**config.mk**
```make
export PLATFORM = sky130hd
export DESIGN_NAME = apb_slave_bank
export DESIGN_NICKNAME = d
export VERILOG_FILES = /design/src/rtl/apb_slave_bank.sv
export SDC_FILE = /design/constraint.sdc
export NUM_CORES = 2
export LEC_CHECK = 0
export CAP_MARGIN = 5
export CORE_MARGIN = 1.5
export CORE_UTILIZATION = 65
export CTS_CLUSTER_DIAMETER = 60
export CTS_CLUSTER_SIZE = 8
export DETAILED_ROUTE_END_ITERATION = 10
export GPL_TIMING_DRIVEN = 0
export PLACE_DENSITY = 0.82
export SLEW_MARGIN = 5
export SYNTH_ARGS = -nofsm -noshare
export SYNTH_HDL_FRONTEND = slang
export SYNTH_SLANG_ARGS = --single-unit
```
**constraint.sdc**
```tcl
create_clock -name hclk -period 9.4 [get_ports hclk]
set_input_delay 1.41 -clock hclk [delete_from_list [all_inputs] [get_ports hclk]]
set_output_delay 1.41 -clock hclk [all_outputs]
set_load 0.02 [all_outputs]
```
**src/rtl/apb_slave_bank.sv**
```systemverilog
// APB slave with three 16x32 register banks selected by a one-hot psel.
// Checks the setup/access handshake, flags violations (sticky) and out-of-range accesses (pulse).
module apb_slave_bank (
  input  logic        hclk,
  input  logic        hresetn,
  input  logic [2:0]  psel,
  input  logic        penable,
  input  logic [31:0] paddr,
  input  logic        pwrite,
  input  logic [31:0] pwdata,
  output logic [31:0] prdata,
  output logic        prot_err,
  output logic        oor_err,
  output logic [15:0] xfer_count
);

  localparam int unsigned NBANK = 3;
  localparam int unsigned NWORD = 16;
  localparam int unsigned DW    = 32;
  localparam int unsigned AW    = 32;
  localparam int unsigned SW    = 3;
  localparam int unsigned BW    = 2;
  localparam int unsigned IW    = 4;
  localparam int unsigned CW    = 16;

  typedef enum logic [1:0] {IDLE = 2'd0, SETUP = 2'd1, ACCESS = 2'd2} state_e;

  state_e          state_q, state_d;
  logic [SW-1:0]   sel_q, sel_d;
  logic [AW-1:0]   addr_q, addr_d;
  logic            write_q, write_d;
  logic [DW-1:0]   prdata_q, prdata_d;
  logic            prot_q, prot_d;
  logic            oor_q, oor_d;
  logic [CW-1:0]   count_q, count_d;
  logic [DW-1:0]   mem_q [NBANK][NWORD];

  logic            sel_onehot_c;
  logic            sel_multi_c;
  logic            in_range_c;
  logic            viol_c;
  logic            setup_go_c;
  logic            access_done_c;
  logic            wr_en_c;
  logic [DW-1:0]   rd_word_c;

  // One-hot select to bank number; non-one-hot values never reach a bank access.
  function automatic logic [BW-1:0] bank_idx(input logic [SW-1:0] s);
    case (s)
      3'b010:  bank_idx = BW'(1);
      3'b100:  bank_idx = BW'(2);
      default: bank_idx = BW'(0);
    endcase
  endfunction

  assign sel_onehot_c = (psel == 3'b001) || (psel == 3'b010) || (psel == 3'b100);
  assign sel_multi_c  = (psel != '0) && !sel_onehot_c;
  assign in_range_c   = (paddr[AW-1:6] == '0);

  // State register
  always_ff @(posedge hclk or negedge hresetn) begin
    if (!hresetn) state_q <= IDLE;
    else          state_q <= state_d;
  end

  // Next-state: state tracks the phase the bus was in on the previous cycle
  always_comb begin
    viol_c        = 1'b0;
    setup_go_c    = 1'b0;
    access_done_c = 1'b0;
    state_d       = IDLE;
    case (state_q)
      IDLE, ACCESS: begin
        if (penable || sel_multi_c) viol_c = 1'b1;
        else if (sel_onehot_c)      setup_go_c = 1'b1;
      end
      SETUP: begin
        if (!penable || (psel != sel_q) || (paddr != addr_q) || (pwrite != write_q))
          viol_c = 1'b1;
        else
          access_done_c = 1'b1;
      end
      default: viol_c = 1'b1;
    endcase
    if (viol_c)             state_d = IDLE;
    else if (setup_go_c)    state_d = SETUP;
    else if (access_done_c) state_d = ACCESS;
  end

  // Outputs and datapath next values
  always_comb begin
    rd_word_c = mem_q[bank_idx(psel)][paddr[IW+1:2]];
    sel_d     = sel_q;
    addr_d    = addr_q;
    write_d   = write_q;
    prdata_d  = '0;
    oor_d     = 1'b0;
    prot_d    = prot_q | viol_c;
    count_d   = count_q + CW'(access_done_c);
    wr_en_c   = access_done_c && write_q && (addr_q[AW-1:6] == '0);
    if (setup_go_c) begin
      sel_d   = psel;
      addr_d  = paddr;
      write_d = pwrite;
      oor_d   = !in_range_c;
      if (!pwrite && in_range_c) prdata_d = rd_word_c;
    end
  end

  always_ff @(posedge hclk or negedge hresetn) begin
    if (!hresetn) begin
      sel_q    <= '0;
      addr_q   <= '0;
      write_q  <= 1'b0;
      prdata_q <= '0;
      prot_q   <= 1'b0;
      oor_q    <= 1'b0;
      count_q  <= '0;
    end else begin
      sel_q    <= sel_d;
      addr_q   <= addr_d;
      write_q  <= write_d;
      prdata_q <= prdata_d;
      prot_q   <= prot_d;
      oor_q    <= oor_d;
      count_q  <= count_d;
    end
  end

  // Bank storage; written on the edge that completes a legal in-range write access
  always_ff @(posedge hclk or negedge hresetn) begin
    if (!hresetn) begin
      for (int b = 0; b < int'(NBANK); b++)
        for (int w = 0; w < int'(NWORD); w++)
          mem_q[b][w] <= '0;
    end else if (wr_en_c) begin
      mem_q[bank_idx(sel_q)][addr_q[IW+1:2]] <= pwdata;
    end
  end

  assign prdata     = prdata_q;
  assign prot_err   = prot_q;
  assign oor_err    = oor_q;
  assign xfer_count = count_q;

endmodule

```
Yosys cells after proc, flatten, opt, wreduce, memory -nomap -nowiden
Cells that the tools add are included.

storage, ports and cells
  flip-flop bits (word level) = 1624
  input bits = 71
  output and inout bits = 50
  logic and storage cells = 127

operators by class
  add/subtract/negate cells = 1
  $lt $le $gt $ge = 6
  equality and inequality tests = 10
  muxes and demuxes = 28
  bitwise logic cells = 5
  reduce and logical (&&, ||, !) cells = 21

operators with widths
  cell                                                                  count
  1536-bit bitwise mux                                                  1
  512-bit 2-to-1 mux                                                    3
  512-bit binary-select mux with 2-bit select                           1
  512-bit demux with 2-bit select                                       1
  32-bit 2-to-1 mux                                                     5
  32-bit binary-select mux with 4-bit select                            1
  32-bit demux with 4-bit select                                        1
  26-bit zero test                                                      2
  32-bit != test                                                        1
  16-bit by 1-bit adder with 16-bit output                              1
  5-bit >= comparator, second input constant                            2
  4-bit inverter with 5-bit output                                      2
  1-bit 2-to-1 mux                                                      8
  2-bit 2-to-1 mux                                                      4
  2-bit case mux with 2 select lines                                    2
  3-bit by 2-bit == test with 1-bit output, second input constant       2
  3-bit == test, second input constant                                  2
  3-bit >= comparator, second input constant                            2
  1-bit logical AND                                                     6
  1-bit logical OR                                                      6
  2-bit inverter with 3-bit output                                      2
  5-bit by 1-bit < comparator with 1-bit output, second input constant  1
  1-bit zero test                                                       4
  3-bit by 1-bit == test with 1-bit output, second input constant       1
  other kinds (10)                                                      10

Depth between registers and ports, before layout
  depth in word-level cells = 15
  gate-level depth with buffers = 12

Least setup slack after synthesis
OpenSTA, ideal clock, no wires.

  kind = input to register
  from = in paddr[2]
  to = reg mem_q[1394] (netlist name)
  library setup time = 125 ps
  arrival time = 4064 ps
  data required time = 9275 ps
  slack = 5211 ps
  cell stages on the path = 10
  cell sequence = buf_2 xor2_1 or4_1 or4_1 clkbuf_1 buf_6 buf_6 nor4_4 buf_6 mux2_2

between the ends
  longest elaborated chain between the ends = 7

RTL lines
  element                          line  RTL
  start, declared                  8     input logic [31:0] paddr,
  32-bit != test                   78    if (!penable || (psel != sel_q) || (paddr != addr_q) || (pwrite != write_q))
  1-bit logical OR (2 in series)   78
  1-bit 2-to-1 mux                 78
  1-bit 2-to-1 mux                 72    case (state_q)
  1-bit logical AND (2 in series)  100   wr_en_c = access_done_c && write_q && (addr_q[AW-1:6] == '0);
  end signal, assigned by index    137   mem_q[bank_idx(sel_q)][addr_q[IW+1:2]] <= pwdata;
  end, declared                    36    logic [DW-1:0] mem_q [NBANK][NWORD];

No other way between the ends.
A chain may end at the register's enable or synchronous reset.

Final worst setup path
  from = in paddr[3]
  to = reg prdata_q[2], in the netlist prdata[2]

between the ends
  longest elaborated chain between the ends = 6

RTL lines
  element                                                 line  RTL
  4-bit inverter with 5-bit output (not written as such)  92    rd_word_c = mem_q[bank_idx(psel)][paddr[IW+1:2]];
  32-bit binary-select mux with 4-bit select              92
  32-bit 2-to-1 mux (not written as such) (2 in series)   92
  32-bit 2-to-1 mux                                       106   if (!pwrite && in_range_c) prdata_d = rd_word_c;
  32-bit 2-to-1 mux                                       101   if (setup_go_c) begin
  net prdata_d[2]                                         32    logic [DW-1:0] prdata_q, prdata_d;
  end signal, assigned                                    123   prdata_q <= prdata_d;
  end, declared                                           32

The timed path passes the listed nets, and every way through them passes these cells. The select of a mux whose other input is x is not followed.

==> summary.md <==
| Metric | Value |
|---|---|
| Synth top area cells | `dfrtp_1 (55%), mux2_2 (21%), mux4_2 (11%)` |
| Starting Density | `65.4%` |
| Routed vias | `48.3k` |
| Max_cap viols | `6` |
| Post-CTS sizing | `0` |
| Hold Crit Class | `register to register` |
| R2R setup slack | `4850 ps` |
| Top cell type's share of synthesized area | `54.5%` |
| R2R Path Start | `addr_q[4]` |
| Initial antenna violation count | `14` |
| Area grow syn2layout | `12.2%` |
| CTS tree | `built` |
| Total gr overflow | `0` |
| Hold Startpoint | `xfer_count[15]` |
| Post-Syn Area | `74,600 um^2` |
| Post-CTS Setup Bufs | `0` |
| Setup-failing EPs final | `0` |
| Failing checks | `design-rule violations, max-capacitance violations, max-slew violations` |
| Largest net degree at the start of global routing | `179` |
| Tmin final | `6820 ps` |
| CTS hold repair buffers | `0` |
| First-pass GRT wire length | `355,000 um` |
| CP Launch Type | `primary input` |
| CTS root buffer | `clkbuf_16` |
| Slew Viols, Final | `34` |
| Nets@finish | `5,218` |
| Fillers | `7,016` |
| Final Cycle Share | `72.6%` |
| H-tree depth | `4` |
| Row cnt | `124` |
| Setup_tns | `0 ps` |
| Crit path cell chain | `clkbuf_1 -> buf_2 -> buf_2 -> buf_1 -> buf_1 -> mux2i_1 -> nand2_1 -> o21ai_0 -> a221oi_1` |
| Final Hold Fails | `0` |
| Ports | `121` |
| Crit path buf inv count | `5` |
| Pwr/cell area | `181 nW/um^2` |
| Longest Clk Path Bufs | `3` |
| Worst Hold End | `xfer_count[15]` |
| Max Clock Skew | `47.4 ps` |
| Cell variety after synth | `63` |
| DRC Markers | `1` |
| TritonCTS buffer count | `222` |
| Reg2reg end | `mem_q[797]` |
| Seq/Total Area, Yosys | `54.5%` |
| Post-synth ARST share | `100%` |
| Setup ws final | `2580 ps` |
| Crit Path Max Fanout | `10` |
| Vias per cell | `7.23` |
| Worst-margin pin slew | `1600 ps` |
| Max Clock Freq | `147 MHz` |
| Die Area | `117,000 um^2` |
| Syn Inst Count | `4,819` |
| Sink Count | `1,624` |
| Synth Net Count | `4,892` |
| Worst hold path depth | `1` |
| WP data arrival | `7420 ps` |
| Vias in the first global route | `50.6k` |
| Worst slew margin | `-6.72%` |
| CP max stage delay | `1380 ps` |
| Ys Warns | `0` |
| EDFF count, synth | `0` |
| DP HPWL | `165,000 um` |
| Min Hold Slack | `470 ps` |
| CP Launch Point | `paddr[3]` |
| Synth Flop Type | `dfrtp_1` |
| Syn Area/Cell | `15.5 um^2` |
| GRT Total Usage | `43.2%` |
| Initial DRC count | `5,994` |
| Unrepaired setup endpoints after global routing | `false` |
| Core Area | `114,000 um^2` |
| Crit Path Category | `primary input to register` |
| Path depth of the worst reg2reg path | `8` |
| Seq cells post-synth | `1,624` |
| Pre-CTS setup slack | `2530 ps` |
| Max VDD drop | `0.195 mV` |
| Worst path top cell family by delay | `buffers and inverters` |
| PortBufs | `84` |
| WP data required | `10,000 ps` |
| Gpl congestion | `1.00` |
| Outcome | `finished with violations` |
| Layout cell share with drive strength beyond 1 | `45.1%` |
| Die height | `342 um` |
| CP endpoint kind | `register` |
| Yosys top cell by area | `dfrtp_1` |
| Total wire length | `247,000 um` |
| WL/cell | `37.0 um` |
| Drt first pass iters | `11` |
| Slowest cell on the critical path | `a221oi_1` |
| Detail Route Antenna Nets | `0` |
| Die Wd | `342 um` |
| Skew-Pair Late Insertion Delay | `870 ps` |
| Clock transition at path regs | `50 ps` |
| Static leakage | `40.8 nW` |
==> state kept, by name, summed over array words and instances, names as in the netlist <==
name and flops:
prdata 32, write_q 1, addr_q 32, mem_q 1536, prot_err 1, state_q 2, xfer_count 16, sel_q 3
oor_err 1
==> worst max-delay path by stage <==
stage,cells past startpoint,to
6_report,9,prdata[2]
5_1_grt,9,prdata[2]
4_1_cts,9,prdata[2]
3_5_place_dp,9,prdata[2]
3_3_place_gp,1,mem_q[1006]
2_1_floorplan,10,mem_q[1394]
==> cell type report <==
cell class	instances	area (um^2)	area share (%)
diodes	9	22.5	0.0269
plain buffers	488	2310	2.76
clock buffers	228	5640	6.74
clock inverters	16	295	0.353
inverters	3	11.3	0.0135
multi-input cells	2704	31700	37.8
flip-flops and latches	1624	40600	48.6
well taps	1512	1890	2.26
repair buffers	102	1220	1.46
==> per-stage QoR <==
| stage | power [mW] | utilization [%] | area, um^2 | cells |
|---|---|---|---|---|
| after CTS | 15.1 | 73.3 | 83600 | 6675 |
| after global placement | 8.10 | 67.8 | 77300 | 6415 |
| after floorplan | 7.57 | - | 74600 | 4819 |
| final | 15.2 | 73.4 | 83700 | 6686 |
| after detailed placement | 8.07 | 68.1 | 77700 | 6431 |
| after global routing | 15.5 | 73.4 | 83700 | 6678 |
==> per-layer routing <==
metal	routed length, um	track usage, %
met5	220	1.55
met4	20700	30.3
met3	31900	17.3
met2	107000	61.6
met1	87300	54.0
==> cells in the final DEF, fill, tap and decap left out, types with 7 or more instances in the layout <==
cell,instances
mux2_2,1406
or3_1,8
buf_16,11
nor4_1,24
mux2i_1,75
nor3_1,29
clkdlybuf4s50_1,83
or4_1,12
nor4_4,47
o21ai_0,28
buf_6,29
diode_2,9
buf_4,8
nand2_1,156
a221oi_1,9
nand3_1,16
a2111oi_0,10
xor2_1,23
xnor2_1,29
mux2_1,153
clkbuf_1,240
nand2b_1,14
buf_1,29
buf_2,160
nor2_1,55
nand4_1,57
and3_1,7
o22ai_1,64
clkbuf_16,224
clkbuf_2,26
mux4_2,378
a31o_2,7
dfrtp_1,1624
==> power by group <==
group	total (mW)	switching, mW	internal [mW]
clock network	7.17	2.96	4.21
logic	0.929	0.720	0.209
registers	7.08	0.0333	7.04
total	15.2	3.71	11.5
==> synth_stat cells, drive strengths merged, types with 28 or more instances <==
cell       n
buf      229
clkbuf   259
dfrtp   1624
mux2    1559
mux2i     75
mux4     378
nand2    156
nand4     57
nor2      55
nor3      29
nor4      73
o21ai     28
o22ai     64
xnor2     29
==> cells by family (layout without fill, tap and decap cells) <==
group	Yosys count	count (layout)	share of synthesized area [%]
multiplexers	2012	2012	36.0
flip-flops	1624	1624	54.5
buffers and inverters	491	837	3.06
AND/OR/NAND/NOR	455	455	4.08
AO/OA/AOI/OAI	183	183	1.75
XOR/XNOR	52	52	0.611
adder cells (fa/ha/maj)	2	2	0.0336
other	0	9	0
Note: power is estimated with default switching activity, not from simulation.
